## src/rtl/drive_supervisor.sv

```systemverilog
// rtl/drive_supervisor.sv - chase-robot mode supervisor: sequencing, parameter latch, speed gating and frame watchdog
// Soft speed ramp is built only when DRIVE_SUPERVISOR_RAMP_EN is defined.
module drive_supervisor #(
  parameter int NUM_MOTORS = 2,
  parameter int SPEED_W    = 9,
  parameter int PARAM_W    = 14,
  parameter int WDT_CYCLES = 6500000,
  parameter int RAMP_DIV   = 65000,
  parameter int RAMP_STEP  = 4
) (
  input  logic                          clk_in,
  input  logic                          rst_n,
  input  logic                          confirm_in,
  input  logic                          activate_in,
  input  logic                          pause_in,
  input  logic                          frame_done_in,
  input  logic [PARAM_W-1:0]            params_in,
  input  logic [NUM_MOTORS*SPEED_W-1:0] speed_in,
  output logic [NUM_MOTORS*SPEED_W-1:0] speed_out,
  output logic [NUM_MOTORS-1:0]         enable_out,
  output logic [PARAM_W-1:0]            params_out,
  output logic [2:0]                    state_out,
  output logic                          track_out,
  output logic                          move_out,
  output logic                          fault_out
);

  localparam int SV_W  = NUM_MOTORS * SPEED_W;
  localparam int WDT_W = $clog2(WDT_CYCLES + 1);
  localparam logic [WDT_W-1:0] WDT_LAST = WDT_W'(WDT_CYCLES - 1);

  typedef enum logic [2:0] {
    ST_INIT      = 3'd0,
    ST_SELECTED  = 3'd1,
    ST_CONFIRMED = 3'd2,
    ST_MOVE      = 3'd3,
    ST_PAUSE     = 3'd4,
    ST_FAULT     = 3'd5
  } state_t;

  state_t                     state, state_nxt;
  logic                       confirm_q, activate_q;
  logic                       conf_rise, act_rise, wdt_expire, speed_zero;
  logic [WDT_W-1:0]           wdt_cnt;
  logic [SV_W-1:0]            speed_nxt;
  logic signed [SPEED_W-1:0]  ch_tgt;

  assign conf_rise  = confirm_in & ~confirm_q;
  assign act_rise   = activate_in & ~activate_q;
  // A frame pulse in the expiry cycle rescues MOVE.
  assign wdt_expire = (wdt_cnt == WDT_LAST) & ~frame_done_in;
  assign speed_zero = ~|speed_out;
  assign state_out  = state;

`ifdef DRIVE_SUPERVISOR_RAMP_EN
  localparam int RDIV_W = $clog2(RAMP_DIV + 1);
  localparam logic [RDIV_W-1:0]       RDIV_LAST = RDIV_W'(RAMP_DIV - 1);
  localparam logic signed [SPEED_W:0] STEP_POS  = (SPEED_W+1)'(RAMP_STEP);
  localparam logic signed [SPEED_W:0] STEP_NEG  = -STEP_POS;
  localparam logic signed [SPEED_W-1:0] STEP_S  = SPEED_W'(RAMP_STEP);

  logic [RDIV_W-1:0]         ramp_cnt;
  logic                      tick;
  logic signed [SPEED_W-1:0] ch_cur;
  logic signed [SPEED_W:0]   ch_diff;

  assign tick = (ramp_cnt == RDIV_LAST);

  always_ff @(posedge clk_in or negedge rst_n) begin
    if (!rst_n)    ramp_cnt <= '0;
    else if (tick) ramp_cnt <= '0;
    else           ramp_cnt <= ramp_cnt + RDIV_W'(1);
  end
`else
  logic unused_ramp_cfg;
  assign unused_ramp_cfg = (RAMP_DIV > 0) ^ (RAMP_STEP > 0);
`endif

  always_comb begin
    state_nxt = state;
    case (state)
      ST_INIT:      if (conf_rise) state_nxt = ST_SELECTED;
      ST_SELECTED:  if (!activate_in) state_nxt = ST_INIT;
                    else if (conf_rise) state_nxt = ST_CONFIRMED;
      ST_CONFIRMED: if (act_rise && !pause_in) state_nxt = ST_MOVE;
      ST_MOVE:      if (wdt_expire) state_nxt = ST_FAULT;
                    else if (!activate_in || pause_in) state_nxt = ST_PAUSE;
      ST_PAUSE:     if (conf_rise) state_nxt = ST_SELECTED;
                    else if (activate_in && !pause_in && speed_zero) state_nxt = ST_MOVE;
      ST_FAULT:     if (conf_rise) state_nxt = ST_PAUSE;
      default:      state_nxt = ST_INIT;
    endcase
  end

  always_comb begin
    speed_nxt = speed_out;
    ch_tgt    = '0;
`ifdef DRIVE_SUPERVISOR_RAMP_EN
    ch_cur    = '0;
    ch_diff   = '0;
`endif
    for (int i = 0; i < NUM_MOTORS; i++) begin
      ch_tgt = (state == ST_MOVE) ? speed_in[i*SPEED_W +: SPEED_W] : '0;
`ifdef DRIVE_SUPERVISOR_RAMP_EN
      // One extra bit keeps the distance exact across the full signed range.
      ch_cur  = speed_out[i*SPEED_W +: SPEED_W];
      ch_diff = {ch_tgt[SPEED_W-1], ch_tgt} - {ch_cur[SPEED_W-1], ch_cur};
      if (tick) begin
        if (ch_diff > STEP_POS)      speed_nxt[i*SPEED_W +: SPEED_W] = ch_cur + STEP_S;
        else if (ch_diff < STEP_NEG) speed_nxt[i*SPEED_W +: SPEED_W] = ch_cur - STEP_S;
        else                         speed_nxt[i*SPEED_W +: SPEED_W] = ch_tgt;
      end
`else
      speed_nxt[i*SPEED_W +: SPEED_W] = ch_tgt;
`endif
    end
    if (state_nxt == ST_FAULT) speed_nxt = '0;
  end

  always_ff @(posedge clk_in or negedge rst_n) begin
    if (!rst_n) begin
      state      <= ST_INIT;
      confirm_q  <= 1'b0;
      activate_q <= 1'b0;
      wdt_cnt    <= '0;
      params_out <= '0;
      speed_out  <= '0;
      enable_out <= '0;
      track_out  <= 1'b0;
      move_out   <= 1'b0;
      fault_out  <= 1'b0;
    end else begin
      state      <= state_nxt;
      confirm_q  <= confirm_in;
      activate_q <= activate_in;
      track_out  <= (state_nxt == ST_CONFIRMED) || (state_nxt == ST_MOVE) || (state_nxt == ST_PAUSE);
      move_out   <= (state_nxt == ST_MOVE);
      fault_out  <= (state_nxt == ST_FAULT);
      if (state != ST_MOVE) params_out <= params_in;
      if (state != ST_MOVE || frame_done_in) wdt_cnt <= '0;
      else                                   wdt_cnt <= wdt_cnt + WDT_W'(1);
      speed_out <= speed_nxt;
      for (int i = 0; i < NUM_MOTORS; i++)
        enable_out[i] <= |speed_nxt[i*SPEED_W +: SPEED_W];
    end
  end

endmodule

```

## config.mk

```make
export PLATFORM = sky130hd
export DESIGN_NAME = drive_supervisor
export DESIGN_NICKNAME = d
export VERILOG_FILES = /design/src/rtl/drive_supervisor.sv
export SDC_FILE = /design/constraint.sdc
export NUM_CORES = 1
export LEC_CHECK = 0
export CORE_MARGIN = 4
export CORE_UTILIZATION = 40
export DETAILED_ROUTE_END_ITERATION = 16
export PLACE_DENSITY_LB_ADDON = 0.3
export SLEW_MARGIN = 25
export SYNTH_ARGS = -nofsm -noshare
export SYNTH_HDL_FRONTEND = slang
export SYNTH_SLANG_ARGS = --single-unit
```

## constraint.sdc

```tcl
create_clock -name clk_in -period 2.2 [get_ports clk_in]
set_input_delay 0.66 -clock clk_in [delete_from_list [all_inputs] [get_ports clk_in]]
set_output_delay 0.66 -clock clk_in [all_outputs]
set_load 0.05 [all_outputs]
```

==> metrics, run 1 <==
Fmax=463.3 MHz; crit path max fanout=2; Post-Synth XOR/XNOR Area=5.399%; hold crit path type=primary input to async pin; dpl hpwl=4494 um; TritonCTS clock tree=yes; Synth cell types=35; Pint=2239 uW; cell family with most CP delay=buffers and inverters; power share of the clock group=26.5%; Max Cap Viol=0; Post-synth EDFFs=0; hold buffer count at cts=0; Routed WL per cell=14.06 um; grt met2 use=25.57%; busiest grt layer=met2; crit path kind=register to output port; Die ar.=0.008286 mm2; Worst setup SP type=register; layout cell share with drive strength beyond 1=11.02%; share of the synthesized area in the top cell type=58.98%; area of the mapped netlist=0.002758 mm2; Reg2Reg Setup Slack=0.17 ns; Num CTS Buffers=9; Slew @ Worst Pin=0.5363 ns; global-route wire length before repair=10650 um; RSZ-0062 raised after global routing=false; final wirelength=6185 um; Yosys warning count=0; Crit path largest cell delay=0.82 ns; Clock transition at path regs=0.06 ns; via count=2177; core area=0.006531 mm2; Yosys top cell by area=dfrtp_1; vias in the first global route=2342; root buf cell=clkbuf_8; Antenna diodes=0; Post-Synthesis Cells=269; met1 Track Usage GR=19.74%; setup violators final=0; Post-route DRC=0; Die W=91.03 um; DRT Pass-1 Iters=4; Worst path slowest cell=clkdlybuf4s50_1; Starting Density=42.22%; Core Rows=29; Tcrit/Tclk final=98.11%; post-synthesis adder-cell area fraction=0.4537%; nets=398; worst vdd ir=458.7 uV; CP Buf/Inv Count=1; Static Leak=0.001743 uW; largest net degree at the start of global routing=66; die height=91.03 um; Boundary Pins=78; met3 Track Usage GR=5.207%; skew final=0.006039 ns; post-synthesis mux area share=0%; number of vias per cell=4.948; Final Hold Violating Endpoints=0; CP Capture Type=output port; Switching Share=36.03%; critical path arrival=1.50 ns; main combinational cell family by area after synthesis=simple AND/OR/NAND/NOR gates; largest cells by area after synthesis=dfrtp_1 (59%), nand2_1 (6.7%), and2_1 (4.3%); setup TNS=0 ns; syn nets=308; fin. max-slew vios=0; GP Congestion=0.8196; H-tree depth=3; Reg2Reg Depth=6; Fillers=559; Seq pwr share=40.4%; PwrDens=914.3 mW/mm2; CP required=1.54 ns; stages on the worst setup path=1; Layout area overhead=38.84%; outcome=finished clean; Post-synth ARST share=100.0%; Post-Synthesis Mean Instance Area=10.25 um2; post-CTS setup buffer count=0; GRT Overall Usage=15.97%; Buffers on Ports=77; Primary FF master, synth=dfrtp_1; Seq/Total Area, Yosys=58.98%; ANT nets after route=0; DRT iter0 DRCs=119; post-route minimum period=2.158 ns; GRT overflow=0; part of the power in combinational logic=33.1%; Synth Area in Compound Gates=5.127%; Worst slew margin=64.13%; initial antenna violation count=0; clock sink total=65; simple-gate share of the synthesized area=27.72%; Skew-Pair Late Insertion Delay=0.33 ns; Pwr Total=3500 uW; Clock Path Buffers=2; commonest non-fill, non-tap cell in the layout=dfrtp_1; Psw=1261 uW; crit-path cells=clkdlybuf4s50_1; #FFs+latches synth=65; most frequent cells in the layout=dfrtp_1 (65), clkdlybuf4s50_1 (61), nand2_1 (49)
[state kept, by name, summed over array words and instances, names as in the netlist]
register    count
state_out       3
speed_out      18
track_out       1
confirm_q       1
move_out        1
activate_q      1
enable_out      2
fault_out       1
params_out     14
wdt_cnt        23
[final timing paths]
kind                                           start                         to
hold / removal                                 rst_n  params_out[3]$_DFFE_PN0P_
hold reg to reg            params_out[8]$_DFFE_PN0P_  params_out[8]$_DFFE_PN0P_
setup / recovery              speed_out[7]$_DFF_PN0_               speed_out[7]
max in group asynchronous                      rst_n     speed_out[1]$_DFF_PN0_
min in group clk_in        params_out[8]$_DFFE_PN0P_  params_out[8]$_DFFE_PN0P_
setup reg to reg                wdt_cnt[0]$_DFF_PN0_        track_out$_DFF_PN0_
[per-stage QoR]
stage / instances / setup WS, ns / hold WS (ns) / util (%) / area (um2)
4_1_cts: 440 / 0.02035 / 0.3466 / 58.51 / 3821
6_report: 440 / 0.04164 / 0.3419 / 58.62 / 3829
2_1_floorplan: 269 / 0.2728 / 0.3644 / - / 2758
3_5_place_dp: 425 / -0.2301 / 0.4562 / 55.82 / 3646
3_3_place_gp: 425 / -0.2033 / 0.4498 / 55.82 / 3646
5_1_grt: 440 / 0.002863 / 0.3626 / 58.62 / 3829
[logic make-up after synthesis]
logic type               after synthesis
AO/OA/AOI/OAI                         19
XOR/XNOR                              17
adder cells (fa/ha/maj)                1
buffers and inverters                 17
flip-flops                            65
AND/OR/NAND/NOR                      150
[power by group through the flow]
stage / clock [uW] / combinational, uW / sequential, uW
floorplan: 0 / 254 / 1890
global placement: 0 / 1160 / 1430
detailed placement: 0 / 1170 / 1430
CTS: 961 / 1170 / 1410
global route: 1020 / 1230 / 1430
finish: 929 / 1160 / 1410
[cells in the mapped netlist (all sizes together), types with 4 or more instances]
master and count:
xor2 7, nor2 25, nand2 49, dfrtp 65, o21ai 6, nand3 6, nor4 6, nor3 10
xnor2 10, nand4 7, and2 19, inv 10, or3 4, nor2b 6, a21oi 5, clkbuf 7
[layout make-up]
| type | count | area, um2 | area share [%] |
|---|---|---|---|
| Tap cell | 77 | 96.34 | 2.516 |
| Sequential cell | 65 | 1627 | 42.48 |
| Clock inverter | 4 | 45.04 | 1.176 |
| Multi-Input combinational cell | 187 | 1067 | 27.88 |
| Timing Repair Buffer | 86 | 824.5 | 21.54 |
| Clock buffer | 11 | 131.4 | 3.431 |
| Inverter | 10 | 37.54 | 0.9804 |
[layer usage]
metal,vias to the layer above,part of all wire [%]
li1,1080,-
met1,1011,46
met2,76,44
met3,10,8.1
met4,0,1.7
met5,-,0
[what timing repair did]
| item | 4_1_cts | 5_1_grt |
|---|---|---|
| pin swaps | 0 | 0 |
| endpoints found under the setup margin | 1 | 3 |
| resized for setup | 1 | 3 |
No activity file was read; power rests on OpenSTA's default activity.
==> run 2: changes to the inputs <==
- CAP_MARGIN: default -> 30
==> results of run 2 <==
Same layout as run 1: the final DEF is identical, and so are final timing and power.
==> run 3: changes to the inputs <==
- CORE_ASPECT_RATIO: default -> 1.4
==> run 3 against run 2 <==
Cell count up 4.1%. Clock skew up 0.0038 ns. Clock-buffer cell count unchanged. First-iteration DRC count down 13%. Sequential power about the same. Sequential share of layout area down 0.79 points. Critical endpoint is now speed_out[12]. Die area up 0.23%. Final area up 1.9%. Setup slack about the same. Fmax about the same.
==> metrics, run 3 (synthesized netlist as in run 1, its figures left out) <==
outcome=finished clean; Fmax=463.3 MHz; Final Hold Violating Endpoints=0; Static Leak=0.001879 uW; Slew @ Worst Pin=0.5197 ns; crit-path cells=clkdlybuf4s50_1; Die ar.=0.008305 mm2; Worst setup SP type=register; Worst slew margin=65.30%; Skew-Pair Late Insertion Delay=0.33 ns; Psw=1283 uW; RSZ-0062 raised after global routing=false; Switching Share=35.97%; Boundary Pins=78; power share of the clock group=27.9%; final core occ=58.61%; via count=2210; Pint=2284 uW; Largest register FFs=23; Starting Density=41.43%; post-route cell area=0.003901 mm2; H-tree depth=3; DRT iter0 DRCs=104; crit path kind=register to output port; largest net degree at the start of global routing=66; Reg area=0.001627 mm2; root buf cell=clkbuf_8; PwrDens=914.4 mW/mm2; skew final=0.009822 ns; core area=0.006656 mm2; placed cell count=442; global-route wire length before repair=10050 um; Fillers=608; post-CTS setup buffer count=0; Num CTS Buffers=9; post-cts sizing count=0; dpl hpwl=4513 um; final wirelength=6020 um; area of the multi-input gates=0.001067 mm2; Clock Path Buffers=2; commonest non-fill, non-tap cell in the layout=dfrtp_1; Layout area overhead=41.47%; DRT Pass-1 Iters=4; number of vias per cell=4.825; die height=106.2 um; ANT nets after route=0; GRT overflow=0; setup violators final=0; CP Capture Type=output port; vias in the first global route=2199; Buffers on Ports=77; post-route minimum period=2.159 ns; CP Buf/Inv Count=1; Worst path slowest cell=clkdlybuf4s50_1; Antenna diodes=0; CP required=1.54 ns; Clock transition at path regs=0.07 ns; Pwr Total=3567 uW; most flop-heavy register=wdt_cnt; Seq pwr share=39.9%; most frequent cells in the layout=dfrtp_1 (65), clkdlybuf4s50_1 (55), nand2_1 (49); Layout Cells excl Fill=458; Max Cap Viol=0; clock sink total=65; nets=400; TritonCTS clock tree=yes; biggest regs=wdt_cnt: 23 flops, speed_out: 18 flops, params_out: 14 flops; hold crit path type=primary input to async pin; hold_ws=0.3156 ns; Crit path largest cell delay=0.81 ns; layout cell share with drive strength beyond 1=12.02%; Tcrit/Tclk final=98.12%; part of the power in combinational logic=32.2%; Die W=78.18 um; cell family with most CP delay=buffers and inverters; Core Rows=35; hold buffer count at cts=0; initial antenna violation count=0; fin. max-slew vios=0; Routed WL per cell=13.14 um; placement-stage cell area=0.003680 mm2; worst vdd ir=464.6 uV; GRT Overall Usage=15.47%; critical path arrival=1.50 ns; Post-route DRC=0; GP Congestion=0.7756; crit path max fanout=2
[run 3: cell type report]
class,instances,area share [%]
Sequential cell,65,41.69
Inverter,10,0.9622
Timing Repair Buffer,88,22.00
Clock buffer,11,3.624
Tap cell,92,2.951
Multi-Input combinational cell,187,27.36
Clock inverter,5,1.411
[run 3: final timing paths]
check	from	to	slack (ns)	depth (start not counted)
max	speed_out[12]$_DFF_PN0_	speed_out[12]	0.04	1
min	rst_n	wdt_cnt[11]$_DFF_PN0_	0.32	2
max reg2reg	wdt_cnt[0]$_DFF_PN0_	track_out$_DFF_PN0_	0.22	6
min reg2reg	params_out[10]$_DFFE_PN0P_	params_out[10]$_DFFE_PN0P_	0.46	2
max in group asynchronous	rst_n	enable_out[0]$_DFF_PN0_	1.59	2
min in group clk_in	params_out[10]$_DFFE_PN0P_	params_out[10]$_DFFE_PN0P_	0.46	2
[run 3: power by group through the flow]
| stage | Clock [uW] | Combinational (uW) | Sequential, uW |
|---|---|---|---|
| 2_1_floorplan | 0 | 254 | 1890 |
| 3_3_place_gp | 0 | 1150 | 1450 |
| 3_5_place_dp | 0 | 1170 | 1450 |
| 4_1_cts | 1010 | 1170 | 1430 |
| 5_1_grt | 1060 | 1220 | 1450 |
| 6_report | 996 | 1150 | 1420 |
[run 3: stage by stage]
stage	worst slack (ns)	TNS (ns)
2_1_floorplan	0.2728	0
3_3_place_gp	-0.1856	-3.509
3_5_place_dp	-0.2122	-3.902
4_1_cts	0.01111	0
5_1_grt	0.0004993	0
6_report	0.04145	0
[run 3: per-layer routing]
| layer | track usage (%) | wire length [um] | vias up |
|---|---|---|---|
| met3 | 5.508 | 453 | 7 |
| met4 | 6.375 | 80 | 0 |
| li1 | - | - | 1084 |
| met5 | 0 | 0 | - |
| met1 | 17.50 | 2373 | 1054 |
| met2 | 26.29 | 3112 | 65 |
